### src/rtl/frontend_command_definition_pkg.sv
// rtl/frontend_command_definition_pkg.sv - frontend command types and arbiter constants
package frontend_command_definition_pkg;

    localparam int CORE_NUM_W = 4;
    localparam int REQ_ID_W   = 8;
    localparam int ADDR_W     = 32;

    localparam int NUM_CORES_DEFAULT       = 4;
    localparam int BEATS_PER_WRITE_DEFAULT = 4;
    localparam int WORD_SIZE_DEFAULT       = 256;

    typedef logic [CORE_NUM_W-1:0] core_num_t;
    typedef logic [REQ_ID_W-1:0]   req_id_t;
    typedef logic [1:0]            op_t;

    localparam op_t OP_READ  = 2'd0;
    localparam op_t OP_WRITE = 2'd1;

    typedef struct packed {
        op_t               op;
        core_num_t         core_num;
        req_id_t           req_id;
        logic [ADDR_W-1:0] addr;
    } frontend_command_t;

    typedef enum logic {
        IDLE  = 1'b0,
        BURST = 1'b1
    } arb_state_t;

    // Anything that is not a write is treated as a single-beat request.
    function automatic logic is_write_op(op_t op);
        return op == OP_WRITE;
    endfunction

endpackage

### src/rtl/core_request_arbiter_if.sv
// rtl/core_request_arbiter_if.sv - core-side and scheduler-side signals of the request arbiter
interface core_request_arbiter_if #(
    parameter int NUM_CORES = 4,
    parameter int WORD_SIZE = 256
) ();
    import frontend_command_definition_pkg::*;

    logic [NUM_CORES-1:0]                i_core_request_valid;
    frontend_command_t [NUM_CORES-1:0]   i_core_request;
    logic [NUM_CORES-1:0][WORD_SIZE-1:0] i_core_write_data;
    logic [NUM_CORES-1:0]                i_core_write_data_last;
    logic [NUM_CORES-1:0]                o_core_ready;
    logic                                i_scheduler_ready;
    logic                                o_request_valid;
    frontend_command_t                   o_request;
    logic [WORD_SIZE-1:0]                o_write_data;
    logic                                o_write_data_last;
    logic [NUM_CORES-1:0]                o_grant;
    logic                                o_protocol_error;

    // Arbiter side
    modport slave (
        input  i_core_request_valid, i_core_request, i_core_write_data,
               i_core_write_data_last, i_scheduler_ready,
        output o_core_ready, o_request_valid, o_request, o_write_data,
               o_write_data_last, o_grant, o_protocol_error
    );

    // Cores plus scheduler side
    modport master (
        output i_core_request_valid, i_core_request, i_core_write_data,
               i_core_write_data_last, i_scheduler_ready,
        input  o_core_ready, o_request_valid, o_request, o_write_data,
               o_write_data_last, o_grant, o_protocol_error
    );

endinterface

### src/rtl/core_request_arbiter_rr_priority_picker.sv
// rtl/core_request_arbiter_rr_priority_picker.sv - first valid requester at or after rr_ptr, with wrap
module rr_priority_picker #(
    parameter int NUM_CORES = 4,
    parameter int IDX_W     = $clog2(NUM_CORES)
) (
    input  logic [NUM_CORES-1:0] valid_vec,
    input  logic [IDX_W-1:0]     rr_ptr,
    output logic [NUM_CORES-1:0] grant,
    output logic [IDX_W-1:0]     grant_idx,
    output logic                 grant_any
);

    logic [IDX_W-1:0] cand;

    // Scan from the farthest offset down so the nearest valid core after rr_ptr is the one left standing
    always_comb begin
        grant     = '0;
        grant_idx = '0;
        grant_any = 1'b0;
        cand      = '0;
        for (int i = NUM_CORES - 1; i >= 0; i--) begin
            cand = rr_ptr + IDX_W'(i);
            if (valid_vec[cand]) begin
                grant       = '0;
                grant[cand] = 1'b1;
                grant_idx   = cand;
                grant_any   = 1'b1;
            end
        end
    end

endmodule

### src/rtl/core_request_arbiter.sv
// rtl/core_request_arbiter.sv - round-robin share of the scheduler request port with write-burst lock
module core_request_arbiter
    import frontend_command_definition_pkg::*;
#(
    parameter int NUM_CORES       = NUM_CORES_DEFAULT,
    parameter int BEATS_PER_WRITE = BEATS_PER_WRITE_DEFAULT,
    parameter int WORD_SIZE       = WORD_SIZE_DEFAULT
) (
    input  logic                   i_clk,
    input  logic                   i_rst_n,
    core_request_arbiter_if.slave  bus
);

    localparam int IDX_W = $clog2(NUM_CORES);
    localparam int CNT_W = $clog2(BEATS_PER_WRITE) + 1;

    arb_state_t         state_q, state_d;
    logic [IDX_W-1:0]   rr_ptr_q, rr_ptr_d;
    logic [IDX_W-1:0]   locked_q, locked_d;
    logic [CNT_W-1:0]   beat_cnt_q, beat_cnt_d;
    logic               err_q, err_d;

    logic [NUM_CORES-1:0] pick_grant;
    logic [IDX_W-1:0]     pick_idx;
    logic                 pick_any;

    logic [NUM_CORES-1:0] gnt_vec;
    logic [IDX_W-1:0]     gnt_idx;
    logic                 gnt_any;
    frontend_command_t    gnt_cmd;

    logic xfer;
    logic beat_is_final;
    logic burst_op;
    logic beat_last;

    rr_priority_picker #(
        .NUM_CORES (NUM_CORES),
        .IDX_W     (IDX_W)
    ) u_picker (
        .valid_vec (bus.i_core_request_valid),
        .rr_ptr    (rr_ptr_q),
        .grant     (pick_grant),
        .grant_idx (pick_idx),
        .grant_any (pick_any)
    );

    // Grant source: free round-robin pick in IDLE, the locked core for the rest of a write burst
    always_comb begin
        gnt_idx = pick_idx;
        gnt_any = pick_any;
        gnt_vec = pick_grant;
        if (state_q == BURST) begin
            gnt_idx           = locked_q;
            gnt_any           = 1'b1;
            gnt_vec           = '0;
            gnt_vec[locked_q] = 1'b1;
        end
    end

    // Zero-cycle pass-through of the granted core; everything is held at zero while reset is asserted
    always_comb begin
        gnt_cmd          = bus.i_core_request[gnt_idx];
        gnt_cmd.core_num = core_num_t'(gnt_idx);

        bus.o_grant           = '0;
        bus.o_core_ready      = '0;
        bus.o_request_valid   = 1'b0;
        bus.o_request         = '0;
        bus.o_write_data      = '0;
        bus.o_write_data_last = 1'b0;
        bus.o_protocol_error  = 1'b0;
        if (i_rst_n) begin
            bus.o_protocol_error = err_q;
            if (gnt_any) begin
                bus.o_grant           = gnt_vec;
                bus.o_core_ready      = bus.i_scheduler_ready ? gnt_vec : '0;
                bus.o_request_valid   = bus.i_core_request_valid[gnt_idx];
                bus.o_request         = gnt_cmd;
                bus.o_write_data      = bus.i_core_write_data[gnt_idx];
                bus.o_write_data_last = bus.i_core_write_data_last[gnt_idx];
            end
        end
    end

    // Next state: reads rotate immediately, writes lock until the final or an early-last beat
    always_comb begin
        state_d    = state_q;
        rr_ptr_d   = rr_ptr_q;
        locked_d   = locked_q;
        beat_cnt_d = beat_cnt_q;
        err_d      = err_q;

        xfer          = bus.o_request_valid && bus.i_scheduler_ready;
        beat_is_final = (state_q == BURST) ? (beat_cnt_q == CNT_W'(BEATS_PER_WRITE - 1))
                                           : (BEATS_PER_WRITE == 1);
        burst_op      = (state_q == BURST) || is_write_op(bus.i_core_request[gnt_idx].op);
        beat_last     = bus.i_core_write_data_last[gnt_idx];

        if (xfer) begin
            if (!burst_op) begin
                rr_ptr_d = gnt_idx + IDX_W'(1);
            end else if (beat_last || beat_is_final) begin
                // A last marker that disagrees with the beat count still closes the burst
                if (beat_last != beat_is_final) begin
                    err_d = 1'b1;
                end
                state_d    = IDLE;
                rr_ptr_d   = gnt_idx + IDX_W'(1);
                beat_cnt_d = '0;
            end else begin
                state_d    = BURST;
                locked_d   = gnt_idx;
                beat_cnt_d = beat_cnt_q + CNT_W'(1);
            end
        end
    end

    // State registers with synchronous active-low reset
    always_ff @(posedge i_clk) begin
        if (!i_rst_n) begin
            state_q    <= IDLE;
            rr_ptr_q   <= '0;
            locked_q   <= '0;
            beat_cnt_q <= '0;
            err_q      <= 1'b0;
        end else begin
            state_q    <= state_d;
            rr_ptr_q   <= rr_ptr_d;
            locked_q   <= locked_d;
            beat_cnt_q <= beat_cnt_d;
            err_q      <= err_d;
        end
    end

endmodule

### src/flat_wrapper.sv
// flat-port wrapper written by rule: the top's interface ports become plain ports
module core_request_arbiter_flat import frontend_command_definition_pkg::*;
#(
    parameter int NUM_CORES       = NUM_CORES_DEFAULT,
    parameter int BEATS_PER_WRITE = BEATS_PER_WRITE_DEFAULT,
    parameter int WORD_SIZE       = WORD_SIZE_DEFAULT
)
  (i_clk, i_rst_n, bus_i_core_request_valid, bus_i_core_request, bus_i_core_write_data, bus_i_core_write_data_last, bus_i_scheduler_ready, bus_o_core_ready, bus_o_request_valid, bus_o_request, bus_o_write_data, bus_o_write_data_last, bus_o_grant, bus_o_protocol_error);
  core_request_arbiter_if #(.NUM_CORES(NUM_CORES), .WORD_SIZE(WORD_SIZE)) bus_i ();
  input  logic i_clk;
  input  logic i_rst_n;
  input wire logic [$bits(bus_i.i_core_request_valid)-1:0] bus_i_core_request_valid;
  input wire logic [$bits(bus_i.i_core_request)-1:0] bus_i_core_request;
  input wire logic [$bits(bus_i.i_core_write_data)-1:0] bus_i_core_write_data;
  input wire logic [$bits(bus_i.i_core_write_data_last)-1:0] bus_i_core_write_data_last;
  input wire logic [$bits(bus_i.i_scheduler_ready)-1:0] bus_i_scheduler_ready;
  output wire logic [$bits(bus_i.o_core_ready)-1:0] bus_o_core_ready;
  output wire logic [$bits(bus_i.o_request_valid)-1:0] bus_o_request_valid;
  output wire logic [$bits(bus_i.o_request)-1:0] bus_o_request;
  output wire logic [$bits(bus_i.o_write_data)-1:0] bus_o_write_data;
  output wire logic [$bits(bus_i.o_write_data_last)-1:0] bus_o_write_data_last;
  output wire logic [$bits(bus_i.o_grant)-1:0] bus_o_grant;
  output wire logic [$bits(bus_i.o_protocol_error)-1:0] bus_o_protocol_error;
  assign bus_i.i_core_request_valid = bus_i_core_request_valid;
  assign bus_i.i_core_request = bus_i_core_request;
  assign bus_i.i_core_write_data = bus_i_core_write_data;
  assign bus_i.i_core_write_data_last = bus_i_core_write_data_last;
  assign bus_i.i_scheduler_ready = bus_i_scheduler_ready;
  assign bus_o_core_ready = bus_i.o_core_ready;
  assign bus_o_request_valid = bus_i.o_request_valid;
  assign bus_o_request = bus_i.o_request;
  assign bus_o_write_data = bus_i.o_write_data;
  assign bus_o_write_data_last = bus_i.o_write_data_last;
  assign bus_o_grant = bus_i.o_grant;
  assign bus_o_protocol_error = bus_i.o_protocol_error;
  core_request_arbiter #(.NUM_CORES(NUM_CORES), .BEATS_PER_WRITE(BEATS_PER_WRITE), .WORD_SIZE(WORD_SIZE)) u_core (.i_clk(i_clk), .i_rst_n(i_rst_n), .bus(bus_i));
endmodule
### config.mk
export PLATFORM = sky130hd
export DESIGN_NAME = core_request_arbiter_flat
export DESIGN_NICKNAME = d
export VERILOG_FILES = /design/src/rtl/frontend_command_definition_pkg.sv /design/src/rtl/core_request_arbiter_if.sv /design/src/rtl/core_request_arbiter_rr_priority_picker.sv /design/src/rtl/core_request_arbiter.sv /design/src/flat_wrapper.sv
export SDC_FILE = /design/constraint.sdc
export NUM_CORES = 1
export LEC_CHECK = 0
export CAP_MARGIN = 10
export CELL_PAD_IN_SITES_DETAIL_PLACEMENT = 1
export CELL_PAD_IN_SITES_GLOBAL_PLACEMENT = 2
export CORE_AREA = 2 2 594 596
export DETAILED_ROUTE_END_ITERATION = 10
export DIE_AREA = 0 0 596 598
export PLACE_DENSITY_LB_ADDON = 0.15
export RECOVER_POWER = 100
export SLEW_MARGIN = 0
export SYNTH_ARGS = -nofsm -noshare
export SYNTH_HDL_FRONTEND = slang
export SYNTH_HIERARCHICAL = 1
export SYNTH_SLANG_ARGS = --single-unit
export TNS_END_PERCENT = 5
### constraint.sdc
create_clock -name i_clk -period 4.89 [get_ports i_clk]
set_clock_uncertainty 0.1 [all_clocks]
set_input_delay 0.978 -clock i_clk [delete_from_list [all_inputs] [get_ports i_clk]]
set_output_delay 0.978 -clock i_clk [all_outputs]
set_load 0.02 [all_outputs]
==> results of run 1 <==
[layer usage]
metal,global-route usage,part of all wire,vias to the layer above
met2,0.229,0.45,1361
li1,-,-,6870
met4,0.00932,0.013,192
met3,0.0722,0.12,434
met1,0.174,0.42,8609
met5,0,0.0050,-
[state kept, by name (all words and copies together) (netlist names)]
name	flops
u_core/err_q	1
u_core/locked_q	2
u_core/rr_ptr_q	2
u_core/state_q	1
u_core/beat_cnt_q	3
[per-stage QoR]
stage / instance area [um^2] / setup slack (ns)
floorplan: 10700 / 0.558
global route: 33700 / -0.0664
finish: 33800 / 0.00880
CTS: 33500 / -0.0223
detailed placement: 32600 / -0.812
global placement: 32600 / -0.823
[cells by family after synthesis]
kind of cell             synth area share
AND/OR/NAND/NOR                     0.213
buffers and inverters              0.0734
AO/OA/AOI/OAI                      0.0314
other                            0.000349
flip-flops                         0.0168
XOR/XNOR                         0.000815
adder cells (fa/ha/maj)            0.0128
multiplexers                        0.652
[final cells by class]
cell class | count | area share
Timing Repair Buffer | 1718 | 0.518
Multi-Input combinational cell | 755 | 0.299
Tap cell | 4620 | 0.171
Sequential cell | 9 | 0.00533
Antenna cell | 44 | 0.00326
Clock buffer | 4 | 0.00233
Inverter | 12 | 0.00133
[power breakdown]
group,leakage [nW],total (mW),internal (mW),switching (mW)
sequential,0.0728,0.0880,0.0811,0.00686
combinational,11.1,10.2,5.23,4.95
clock,0.0384,0.152,0.110,0.0421
[critical path: stages]
cell and delay, ns:
buf_8 0.10, mux2_4 0.27, a21oi_4 0.16, o32ai_2 0.09, a211oi_2 0.33, mux2_8 0.35, buf_12 0.19, buf_16 0.18
buf_12 0.16, mux4_2 0.56, and2_4 0.19, buf_12 0.15
[worst paths after layout]
path | from | to | cells after the start
setup / recovery | bus_i_core_request_valid[0] | bus_o_write_data[192] | 12
hold / removal | u_core/beat_cnt_q[2] | u_core/beat_cnt_q[2] | 2
setup reg to reg | u_core/rr_ptr_q[1] | u_core/locked_q[1] | 17
hold reg to reg | u_core/beat_cnt_q[2] | u_core/beat_cnt_q[2] | 2
[placed cells by master, fill, tap and decap left out, drive strengths merged, types with 3 or more instances in the layout]
cell type      Yosys  layout
nand3b             4       4
mux2               7       7
a41oi              4       4
nand2             25      25
mux2i             13      13
clkbuf            44      37
nor3               3       3
o21ai              3       3
clkdlybuf4s15      0      19
nand2b             9       9
a31oi              4       4
inv               12      12
dlygate4sd3        0       9
a21oi              7       7
nand3              5       5
nor2              22      22
buf               70     436
dfxtp              9       9
dlygate4sd2        0      19
o211ai             5       5
mux4             300     300
ha                11      11
and2             305     305
clkdlybuf4s50      0    1199
diode              0      44
o221ai             3       3
[timing repair]
item,in CTS,in global routing
endpoints found under the setup margin,307,235
cloned,5,3
pin swaps,18,21
buffers inserted,35,6
resized for setup,432,203
==> reports/results.ini, run 1 <==
[clock_network]
cts.clk_slew.worst_paths_ns = 0.04
root_buffer = clkbuf_16
cts_buffer_depth = 2
htreeDepth = 1
cts_made_buffers = 3
cts.sinks = 9
cts_tree = done
cts_hold_buffers = 0
insertion_delay_ns = 0.24

[sta]
max_freq_mhz = 205
hold_slack_ns = 0.371
hold_viol_final = 0
relSlewSlack = 0.536
drv_slew = 0
rsz0062_at_grt = true
setup_viol = 0
tns_ns = 0
worst_slew_pin_slew_ns = 0.693
final.period_utilization = 0.998
layout_min_cycle_time_ns = 4.88

[finish]
finalNetCount = 3729
area.sequential_um2 = 180
drive_above_1_share = 0.365
fin_cells = 7162
syn_to_final_growth_pct = 214
final_util = 0.0963
fillers = 41000
multi_input_area_um2 = 10100

[synth]
ys_async_sr_fraction = 0
ys_ff_latch = 9
synth_top_area_frac = 0.629
postSynthAreaPerCell_um2 = 12.1
synth_edf_count = 0
synth-seq-area-share = 0.0168
syn-cell-area_um2 = 10700
synthTopCellsByArea = mux4_2, and2_1, buf_6
yosysTopAreaCell = mux4_2
synthTopCellsByCount = and2_1, mux4_2, clkbuf_1
yosys_warnings = 6
dominantRegCellSynth = dfxtp_1
syn_inst = 889
synthMostInstantiatedCell = and2_1
ys_types = 50

[floorplanning]
die_h_um = 598
die_area_um2 = 356000
die_x_um = 596
pin_count = 1532
initial_core_util = 0.0306
rows = 218
core-area_um2 = 351000

[routing]
drt-vias-per-instance = 2.44
vias = 17500
wl_um = 264000
drtIter0Drc = 902
drc = 0
wl_per_cell_um = 36.8
ant_nets = 0
dr.pass1.iters = 5

[global_routing]
overflow = 0
antenna_found_initial = 324
track_usage = 0.142
grt_pass1_wl_um = 307000
grt_max_degree = 49
grt_pass1_vias = 18400

[worst_setup_path]
cp.required_ns = 3.81
r2r_setup_slack_ns = 0.31
critPathMaxFanout = 8
cp.arrival_ns = 3.80
worst_setup_path_start_kind = input pin
setup.worst_path.end_class = output pin
crit_type = in2out

[pwr]
total_power_mw = 10.4
p_per_area_nw_per_um2 = 309
power.leakage_nw = 11.2
vdd.ir_drop.worst_mv = 0.101

[worst_hold_path]
hold_class = reg2reg

[place]
place_hpwl_um = 248000
portBuffers = 1513
place_congestion = 0.860
dp_cells = 7065

[status]
outcome = completed

[job]
maxCapViolations = 0

Note: power is estimated with default switching activity, not from simulation.
==> run 2, diff against run 1 <==
Settings changed: GPL_ROUTABILITY_DRIVEN set to 1.
==> results of run 2 <==
No change in the layout: final DEF, timing and power equal those of run 1.
==> run 3, diff against run 2 <==
Settings changed: PLACE_DENSITY set to 0.38, PLACE_DENSITY_LB_ADDON 0.15 to unset.
==> run 3 against run 2 <==
Sequential share of layout area about the same. Hold slack worse by 0.0030 ns. Core utilization about the same. Flip-flop and latch count unchanged. Wire length up 14%. Fmax down 0.13%. Die area unchanged. Critical path type unchanged. Highest routed layer unchanged.
==> reports/results.ini, run 3 (same netlist as run 1, synthesis figures left out) <==
[floorplanning]
rows = 218
die_x_um = 596
core-area_um2 = 351000
die_area_um2 = 356000
pin_count = 1532
initial_core_util = 0.0306
die_h_um = 598

[worst_setup_path]
crit_type = in2out
cp.arrival_ns = 3.81
setup.worst_path.end_class = output pin
worst_setup_path_start_kind = input pin
cp_top_family = multiplexers
crit_chain = buf_8 -> mux2_4 -> a21oi_2 -> o32ai_2 -> a211oi_2 -> mux2_8 -> buf_12 -> buf_16 -> buf_12 -> mux4_2 -> and2_4 -> buf_12
critPathMostFrequentCell = buf_12
cp_num_buf_inv = 5
slowest_stage = mux4_2
cp.required_ns = 3.81
cp_slowest_stage_delay_ns = 0.70
critPathMaxFanout = 9

[pwr]
clkPwrFrac = 0.014
p_sw_frac = 0.486
vdd.ir_drop.worst_mv = 0.124
power.leakage_nw = 11.0
total_power_mw = 10.4
combPwrFrac = 0.977
p_seq_frac = 0.009
internal_power_mw = 5.36
switchingPower_mw = 5.07
p_per_area_nw_per_um2 = 308

[sta]
rsz0062_at_grt = true
hold_viol_final = 0
hold_slack_ns = 0.368
final.period_utilization = 0.999
drv_slew = 0
relSlewSlack = 0.333
max_freq_mhz = 205
worst_slew_pin_slew_ns = 1.01
layout_min_cycle_time_ns = 4.89
tns_ns = 0
setup_ws_ns = 0.00258
setup_viol = 0

[clock_network]
cts_buffer_depth = 2
root_buffer = clkbuf_16
cts_hold_buffers = 0
cts.sinks = 9
cts_tree = done
cts.clk_slew.worst_paths_ns = 0.04
insertion_delay_ns = 0.24
cts_made_buffers = 3
htreeDepth = 1

[routing]
vias = 18500
drtIter0Drc = 1051
wl_um = 300000
drc = 0
drt-vias-per-instance = 2.57
wl_per_cell_um = 41.8
ant_nets = 0
dr.pass1.iters = 4

[finish]
fillers = 41100
fin_cells = 7186
final_area_um2 = 33800
finalNetCount = 3693
drive_above_1_share = 0.365
layout_common_cells = clkdlybuf4s50_1, mux4_2, and2_1
syn_to_final_growth_pct = 215
final_util = 0.0964
largest_registers = u_core/beat_cnt_q: 3 flops, u_core/locked_q: 2 flops, u_core/rr_ptr_q: 2 flops
mostFrequentLayoutCell = clkdlybuf4s50_1
largest_reg_flops = 3
top_register = u_core/beat_cnt_q

[worst_hold_path]
hold_class = reg2reg

[global_routing]
overflow = 0
antenna_found_initial = 476
grt_pass1_vias = 18300
grt_pass1_wl_um = 343000
grt_max_degree = 37
track_usage = 0.162

[place]
place_hpwl_um = 285000
pre_cts_slack_ns = -0.720
portBuffers = 1513
place_congestion = 0.934
dp_cells = 7048
dpl-instance-area_um2 = 32500

[status]
outcome = completed

[job]
maxCapViolations = 0

==> run 3: path summary, 6_finish.rpt <==
| kind | from | endpoint | slack [ns] | cells after the start |
|---|---|---|---|---|
| setup reg to reg | u_core/rr_ptr_q[1] | u_core/locked_q[0] | 0.47 | 17 |
| setup / recovery | bus_i_core_request_valid[0] | bus_o_write_data[229] | 0.003 | 12 |
| hold / removal | u_core/beat_cnt_q[1] | u_core/beat_cnt_q[1] | 0.37 | 2 |
| hold reg to reg | u_core/beat_cnt_q[1] | u_core/beat_cnt_q[1] | 0.37 | 2 |
==> run 3: what timing repair did <==
item	4_1_cts	5_1_grt
setup endpoints to repair	303	278
gates resized for setup	414	266
cloned	9	0
pin swaps	28	44
buffers inserted	15	7
==> run 3: metal layers <==
layer / vias to the layer above / share of wire / GRT usage
met1: 8940 / 0.38 / 0.184
met5: - / 0.0071 / 0
met2: 1659 / 0.42 / 0.246
met3: 664 / 0.17 / 0.124
met4: 328 / 0.021 / 0.0195
li1: 6888 / - / -
==> run 3: worst min-delay path, stage by stage (launching register included) <==
cell and delay (ns):
dfxtp_1 0.30, nand2_1 0.06, mux2i_1 0.06
==> run 3: power groups by stage <==
stage	Combinational [mW]	Sequential, mW	Clock [mW]
2_1_floorplan	4.33	0.0924	0
3_3_place_gp	9.65	0.0911	0
3_5_place_dp	9.62	0.0911	0
4_1_cts	10.2	0.0901	0.150
5_1_grt	10.7	0.0921	0.155
6_report	10.2	0.0904	0.148
==> run 3: final cells by class <==
class                           instances  area (um^2)  share of cell area
Clock buffer                            4         78.8             0.00233
Antenna cell                          104          260             0.00770
Inverter                               12         45.0             0.00133
Tap cell                             4620         5780               0.171
Multi-Input combinational cell        755        10100               0.300
Timing Repair Buffer                 1682        17300               0.513
Sequential cell                         9          180             0.00533
